$ cat src/rtl/coin_pulse_gen_pkg.sv
`default_nettype none
// ============================================================================
//  Module      : coin_pkg
//  Description : Shared definitions for the coin input conditioner: channel
//                state encoding and the default debounce sample count.
//  Revision    : 1.0  initial release
// ============================================================================
package coin_pkg;

    // 20 ms of stable samples at 50 MHz
    localparam int unsigned CNT_MAX_DEFAULT = 999_999;

    typedef logic [1:0] key_state_t;

    localparam key_state_t ST_IDLE    = 2'd0;
    localparam key_state_t ST_PRESS   = 2'd1;
    localparam key_state_t ST_HELD    = 2'd2;
    localparam key_state_t ST_RELEASE = 2'd3;

endpackage : coin_pkg
`default_nettype wire

$ cat src/rtl/coin_pulse_gen_if.sv
`default_nettype none
// ============================================================================
//  Module      : coin_pulse_gen_if
//  Description : Key / coin bundle between the raw push-keys, the coin
//                conditioner and the vending FSM.
//                key_one, key_half : raw active-low keys (asynchronous)
//                coin_one, coin_half : single-cycle coin pulses
//                busy : a key channel is still filtering or pressed
//  Revision    : 1.0  initial release
// ============================================================================
interface coin_pulse_gen_if;

    logic key_one;
    logic key_half;
    logic coin_one;
    logic coin_half;
    logic busy;

    // master: key source / coin consumer side
    modport master (
        output key_one,
        output key_half,
        input  coin_one,
        input  coin_half,
        input  busy
    );

    // slave: the conditioner itself
    modport slave (
        input  key_one,
        input  key_half,
        output coin_one,
        output coin_half,
        output busy
    );

endinterface : coin_pulse_gen_if
`default_nettype wire

$ cat src/rtl/coin_pulse_gen_key_debounce.sv
`default_nettype none
// ============================================================================
//  Module      : key_debounce
//  Description : One key channel: two-flop synchroniser, IDLE/PRESS/HELD/
//                RELEASE filter FSM and its stability counter.
//                sys_clk, sys_rst_n : clock, async active-low reset
//                key_n   : raw key, low = pressed
//                accept  : one-cycle strobe on an accepted press
//                active  : channel will be outside IDLE after this edge
//  Revision    : 1.0  initial release
// ============================================================================
module key_debounce
    import coin_pkg::*;
#(
    parameter int unsigned CNT_MAX = CNT_MAX_DEFAULT
) (
    input  wire logic sys_clk,
    input  wire logic sys_rst_n,
    input  wire logic key_n,
    output logic      accept,
    output logic      active
);

    localparam int unsigned      CNT_W    = $clog2(CNT_MAX);
    localparam logic [CNT_W-1:0] CNT_LAST = CNT_W'(CNT_MAX - 1);

    logic [1:0]       sync_q;
    logic [1:0]       sync_d;
    key_state_t       state_q;
    key_state_t       state_d;
    logic [CNT_W-1:0] cnt_q;
    logic [CNT_W-1:0] cnt_d;
    logic             key_low;

    assign sync_d  = {sync_q[0], key_n};
    assign key_low = ~sync_q[1];

    // ------------------------------------------------------------------
    // State register (synchroniser resets to "released")
    // ------------------------------------------------------------------
    always_ff @(posedge sys_clk or negedge sys_rst_n) begin
        if (!sys_rst_n) begin
            sync_q  <= 2'b11;
            state_q <= ST_IDLE;
            cnt_q   <= '0;
        end else begin
            sync_q  <= sync_d;
            state_q <= state_d;
            cnt_q   <= cnt_d;
        end
    end

    // ------------------------------------------------------------------
    // Next-state logic
    // ------------------------------------------------------------------
    always_comb begin
        state_d = state_q;
        cnt_d   = cnt_q;
        case (state_q)
            ST_IDLE: begin
                if (key_low) begin
                    state_d = ST_PRESS;
                    cnt_d   = '0;
                end
            end
            ST_PRESS: begin
                if (!key_low) begin
                    // bounce during press: drop it without a pulse
                    state_d = ST_IDLE;
                    cnt_d   = '0;
                end else if (cnt_q == CNT_LAST) begin
                    state_d = ST_HELD;
                    cnt_d   = '0;
                end else begin
                    cnt_d = cnt_q + 1'b1;
                end
            end
            ST_HELD: begin
                if (!key_low) begin
                    state_d = ST_RELEASE;
                    cnt_d   = '0;
                end
            end
            ST_RELEASE: begin
                if (key_low) begin
                    // release bounce: back to HELD, no new pulse
                    state_d = ST_HELD;
                    cnt_d   = '0;
                end else if (cnt_q == CNT_LAST) begin
                    state_d = ST_IDLE;
                    cnt_d   = '0;
                end else begin
                    cnt_d = cnt_q + 1'b1;
                end
            end
            default: begin
                state_d = ST_IDLE;
                cnt_d   = '0;
            end
        endcase
    end

    // ------------------------------------------------------------------
    // Outputs; active follows the next state so a registered copy of it
    // lines up exactly with the state register.
    // ------------------------------------------------------------------
    always_comb begin
        accept = (state_q == ST_PRESS) && key_low && (cnt_q == CNT_LAST);
        active = (state_d != ST_IDLE);
    end

endmodule : key_debounce
`default_nettype wire

$ cat src/rtl/coin_pulse_gen.sv
`default_nettype none
// ============================================================================
//  Module      : coin_pulse_gen
//  Description : Coin input conditioner. Debounces the one-yuan and
//                half-yuan keys and produces non-overlapping single-cycle
//                coin pulses for the vending FSM.
//                sys_clk, sys_rst_n : clock, async active-low reset
//                bus (slave)        : key inputs, coin_one / coin_half / busy
//  Revision    : 1.0  initial release
// ============================================================================
module coin_pulse_gen
    import coin_pkg::*;
#(
    parameter int unsigned CNT_MAX = CNT_MAX_DEFAULT
) (
    input  wire logic        sys_clk,
    input  wire logic        sys_rst_n,
    coin_pulse_gen_if.slave  bus
);

    logic acc_one;
    logic acc_half;
    logic act_one;
    logic act_half;

    logic coin_one_q;
    logic coin_one_d;
    logic coin_half_q;
    logic coin_half_d;
    logic pend_half_q;
    logic pend_half_d;
    logic busy_q;
    logic busy_d;

    key_debounce #(
        .CNT_MAX   (CNT_MAX)
    ) u_deb_one (
        .sys_clk   (sys_clk),
        .sys_rst_n (sys_rst_n),
        .key_n     (bus.key_one),
        .accept    (acc_one),
        .active    (act_one)
    );

    key_debounce #(
        .CNT_MAX   (CNT_MAX)
    ) u_deb_half (
        .sys_clk   (sys_clk),
        .sys_rst_n (sys_rst_n),
        .key_n     (bus.key_half),
        .accept    (acc_half),
        .active    (act_half)
    );

    // Arbiter: one-yuan wins a tie; the half accept is parked for one
    // cycle. A new accept cannot land on the drain cycle because both
    // channels have just entered HELD.
    always_comb begin
        coin_one_d  = acc_one;
        coin_half_d = pend_half_q | (acc_half & ~acc_one);
        pend_half_d = acc_half & acc_one;
        busy_d      = act_one | act_half | pend_half_d;
    end

    always_ff @(posedge sys_clk or negedge sys_rst_n) begin
        if (!sys_rst_n) begin
            coin_one_q  <= 1'b0;
            coin_half_q <= 1'b0;
            pend_half_q <= 1'b0;
            busy_q      <= 1'b0;
        end else begin
            coin_one_q  <= coin_one_d;
            coin_half_q <= coin_half_d;
            pend_half_q <= pend_half_d;
            busy_q      <= busy_d;
        end
    end

    assign bus.coin_one  = coin_one_q;
    assign bus.coin_half = coin_half_q;
    assign bus.busy      = busy_q;

endmodule : coin_pulse_gen
`default_nettype wire
$ cat src/flat_wrapper.sv
// flat-port wrapper written by rule: the top's interface ports become plain ports
module coin_pulse_gen_flat import coin_pkg::*;
#(
    parameter int unsigned CNT_MAX = CNT_MAX_DEFAULT
)
  (sys_clk, sys_rst_n, bus_key_one, bus_key_half, bus_coin_one, bus_coin_half, bus_busy);
  coin_pulse_gen_if bus_i ();
  input  wire logic sys_clk;
  input  wire logic sys_rst_n;
  input wire logic [$bits(bus_i.key_one)-1:0] bus_key_one;
  input wire logic [$bits(bus_i.key_half)-1:0] bus_key_half;
  output wire logic [$bits(bus_i.coin_one)-1:0] bus_coin_one;
  output wire logic [$bits(bus_i.coin_half)-1:0] bus_coin_half;
  output wire logic [$bits(bus_i.busy)-1:0] bus_busy;
  assign bus_i.key_one = bus_key_one;
  assign bus_i.key_half = bus_key_half;
  assign bus_coin_one = bus_i.coin_one;
  assign bus_coin_half = bus_i.coin_half;
  assign bus_busy = bus_i.busy;
  coin_pulse_gen #(.CNT_MAX(CNT_MAX)) u_core (.sys_clk(sys_clk), .sys_rst_n(sys_rst_n), .bus(bus_i));
endmodule
$ cat config.mk
export PLATFORM = sky130hd
export DESIGN_NAME = coin_pulse_gen_flat
export DESIGN_NICKNAME = d
export VERILOG_FILES = /design/src/rtl/coin_pulse_gen_pkg.sv /design/src/rtl/coin_pulse_gen_if.sv /design/src/rtl/coin_pulse_gen_key_debounce.sv /design/src/rtl/coin_pulse_gen.sv /design/src/flat_wrapper.sv
export SDC_FILE = /design/constraint.sdc
export NUM_CORES = 1
export LEC_CHECK = 0
export CAP_MARGIN = 40
export CORE_ASPECT_RATIO = 0.9
export CORE_MARGIN = 2
export CORE_UTILIZATION = 32
export DETAILED_ROUTE_END_ITERATION = 16
export PLACE_DENSITY = 0.58
export RECOVER_POWER = 25
export SLEW_MARGIN = 40
export SYNTH_ARGS = -nofsm -noshare
export SYNTH_HDL_FRONTEND = slang
export SYNTH_SLANG_ARGS = --single-unit
$ cat constraint.sdc
create_clock -name sys_clk -period 3.8 [get_ports sys_clk]
set_input_delay 0.76 -clock sys_clk [delete_from_list [all_inputs] [get_ports sys_clk]]
set_output_delay 0.76 -clock sys_clk [all_outputs]
set_load 0.05 [all_outputs]
==> reports/summary.txt <==
outcome - finished, final reports clean
crit-path cells - or4b_4 -> nor4_4 -> a21oi_2 -> buf_4 -> a21o_1 -> a22o_1
IO buf count - 6
Pleak - 1.18 nW
cell taking the most area after synthesis - dfrtp_1
Final min period - 2340 ps
crit path kind - reg2reg
post-cts sizing count - 0
syn_area_per_cell - 9.03 um2
total global-route track usage - 13.5%
CP Launch Type - register
Die X-Extent - 102 um
Rows - 32
Worst Hold End - u_core.u_deb_half.sync_q[1]
Synth area leaders - dfrtp_1, a31oi_1, nand2_1
detailed placement HPWL - 4180 um
CP Buf/Inv Count - 1
postcts setup bufs - 0
r2r startpoint - u_core.u_deb_one.cnt_q[12]
DR pass1 iterations - 4
setup violators final - 0
Critical Path Fanout Max - 17
RSZ-0062 raised after global routing - no
HP Class - reg2reg
sequential fraction of design power - 59.4%
FFs w/ async S/R, synth - 100%
pin count of the biggest net entering global routing - 29
fraction of layout cells with a size suffix above 1 - 6.47%
H-tree depth - 2
gr ovfl total - 0
register area share after synthesis - 47.4%
I/O pin cnt - 7
Comb pwr share - 6.9%
Layout fillers - 871
Sw Ratio - 24.8%
register-to-register setup slack - 1460 ps
Max Cap Viol - 0
vias in the first global route - 2094
hold_buf cts - 0
Clk pwr share - 33.8%
Final Hold Fails - 0
drt wl/cell - 14.2 um
clock tree from TritonCTS - done
Syn Inst Count - 305
TritonCTS Buffers - 5
DRC Markers - 0
commonest register cell after synthesis - dfrtp_1
Synth Net Count - 313
initial antenna violation count - 0
Arr. time, crit path - 2540 ps
Vias - 2325
number of nets still failing antenna checks after routing - 0
clk_skew - 5.51 ps
synthesis-to-finish area growth - 9.40%
Post-Route WL - 6080 um
final period utilization - 61.6%
crit path max-delay cell type - or4b_4
peak supply drop - 0.125 mV
Slowest Stage Delay on Critical Path - 570 ps
Initial Util - 32.6%
Pwr per Cell Area - 324 nW/um2
top cell type's share of synthesized area - 43.6%
worst r2r dst - u_core.u_deb_one.cnt_q[3]
number of library cell types mapped by synthesis - 42
Synth Warn # - 0
DRT iter0 DRCs - 129
EDFF count, synth - 0
max_slew headroom - 4.96%
die outline area - 9370 um2
design internal power - 0.735 mW
die height - 92.0 um
most frequent cell after synthesis - dfrtp_1
Clock Sinks - 52
CP delay by family, top - simple AND/OR/NAND/NOR gates
first-pass GRT wire length - 10200 um
final slew viol count - 0
RePlAce Congestion - 0.838
Clock Tree Buf Depth - 2
#FFs+latches synth - 52
WHS Path Cells - 0
Crit. End Element - register
worst r2r path cells - 6
synthesized cell area - 2760 um2
Critical Path RT - 4000 ps
hold slack - 357 ps
Core Region - 8450 um2
Reg clk slew, reported paths - 90 ps
fmax - 428 MHz
Psw - 0.242 mW
worst skew pair latency - 300 ps
Synth top cells by count - dfrtp_1, nand2_1, a31oi_1, nand3_1, a21oi_1
setup TNS - 0 ps
final net count - 316
Antenna Cells - 0
min-delay src - u_core.u_deb_half.sync_q[0]
clk root buf - clkbuf_8
worst slew pin tran - 1430 ps
vias per inst - 5.43
## layer usage
layer / up-vias / global-route usage, % / share of wire (%)
li1: 1145 / - / -
met1: 1132 / 20.9 / 52
met2: 44 / 19.5 / 44
met3: 4 / 1.68 / 3.5
met4: 0 / 3.67 / 0.79
met5: - / 0 / 0
## through the flow
step	utilization, %	area (um2)	power (mW)	worst slack (ps)	cells
2_1_floorplan	-	2760	0.631	1810	305
3_3_place_gp	34.6	2930	0.658	1510	420
3_5_place_dp	34.6	2930	0.659	1470	420
4_1_cts	35.7	3020	0.994	1450	428
5_1_grt	35.7	3010	1.02	1300	428
6_report	35.7	3010	0.977	1460	428
## cells by family after synthesis
group           synth area share, %
flops                          47.4
fa+ha+maj                      1.82
compound gates                 19.8
simple gates                   25.4
xor+xnor                      0.636
mux                            1.09
buf+inv                        3.81
## worst register-to-register path, stage by stage (launching register included)
cell and delay, ps:
dfrtp_1 450, or4b_4 570, nor4_4 360, a21oi_2 260, buf_4 260, a21o_1 170, a22o_1 170
## power by group through the flow
stage / sequential (mW) / combinational, mW / clock, mW
CTS: 0.580 / 0.0687 / 0.346
floorplan: 0.585 / 0.0465 / 0
global placement: 0.590 / 0.0675 / 0
global route: 0.583 / 0.0769 / 0.364
detailed placement: 0.591 / 0.0682 / 0
finish: 0.580 / 0.0672 / 0.330
## worst max path at each step
stage	slack [ps]	cells past startpoint	to	startpoint
4_1_cts	1450	6	u_core.u_deb_one.cnt_q[3]	u_core.u_deb_one.cnt_q[12]
6_report	1460	6	u_core.u_deb_one.cnt_q[3]	u_core.u_deb_one.cnt_q[12]
3_5_place_dp	1470	6	u_core.u_deb_one.cnt_q[3]	u_core.u_deb_one.cnt_q[12]
2_1_floorplan	1810	7	u_core.u_deb_one.cnt_q[3]	u_core.u_deb_one.cnt_q[15]
5_1_grt	1300	8	u_core.u_deb_half.cnt_q[4]	u_core.u_deb_half.cnt_q[0]
3_3_place_gp	1510	6	u_core.u_deb_one.cnt_q[3]	u_core.u_deb_one.cnt_q[12]
## cell usage in the layout, fill, tap and decap left out, types with 2 or more instances in the layout
| cell type | netlist | layout |
|---|---|---|
| a41oi_1 | 6 | 6 |
| clkbuf_1 | 9 | 3 |
| nor3_1 | 6 | 6 |
| o21ai_0 | 15 | 15 |
| inv_1 | 12 | 12 |
| nand2_1 | 37 | 37 |
| dfstp_2 | 4 | 4 |
| nand4b_1 | 3 | 3 |
| and3_1 | 7 | 7 |
| nor2_1 | 18 | 18 |
| nand2b_1 | 5 | 5 |
| buf_4 | 0 | 3 |
| a31oi_1 | 27 | 27 |
| dfrtp_1 | 48 | 48 |
| nand3_1 | 23 | 23 |
| o21ai_1 | 3 | 3 |
| o31ai_1 | 2 | 2 |
| or4_1 | 2 | 2 |
| nor4_1 | 5 | 5 |
| clkdlybuf4s50_1 | 0 | 5 |
| a21oi_1 | 19 | 18 |
| clkbuf_8 | 0 | 6 |
| nand4_1 | 13 | 13 |
| a21o_1 | 4 | 4 |
| or2_2 | 2 | 2 |
| mux2i_1 | 3 | 3 |
| and2_1 | 5 | 5 |
| xnor2_1 | 2 | 2 |
| a21oi_2 | 1 | 2 |
| ha_1 | 4 | 4 |
| a22o_1 | 4 | 4 |
## registers in the layout (all words and copies together), names as in the netlist
| name | count |
|---|---|
| u_core.pend_half_q | 1 |
| u_core.u_deb_one.cnt_q | 20 |
| u_core.u_deb_one.state_q | 2 |
| u_core.u_deb_half.state_q | 2 |
| u_core.bus.coin_half | 1 |
| u_core.u_deb_one.sync_q | 2 |
| u_core.u_deb_half.sync_q | 2 |
| u_core.u_deb_half.cnt_q | 20 |
| u_core.bus.coin_one | 1 |
| u_core.bus.busy | 1 |
## layout make-up
| type | instances | area, um2 | area share, % |
|---|---|---|---|
| Inverter | 12 | 45.0 | 1.49 |
| Tap cell | 119 | 149 | 4.94 |
| Clock buffer | 8 | 90.1 | 2.99 |
| Sequential cell | 52 | 1310 | 43.3 |
| Multi-Input combinational cell | 228 | 1350 | 44.7 |
| Timing Repair Buffer | 9 | 76.3 | 2.53 |
Note: power is estimated with default switching activity, not from simulation.
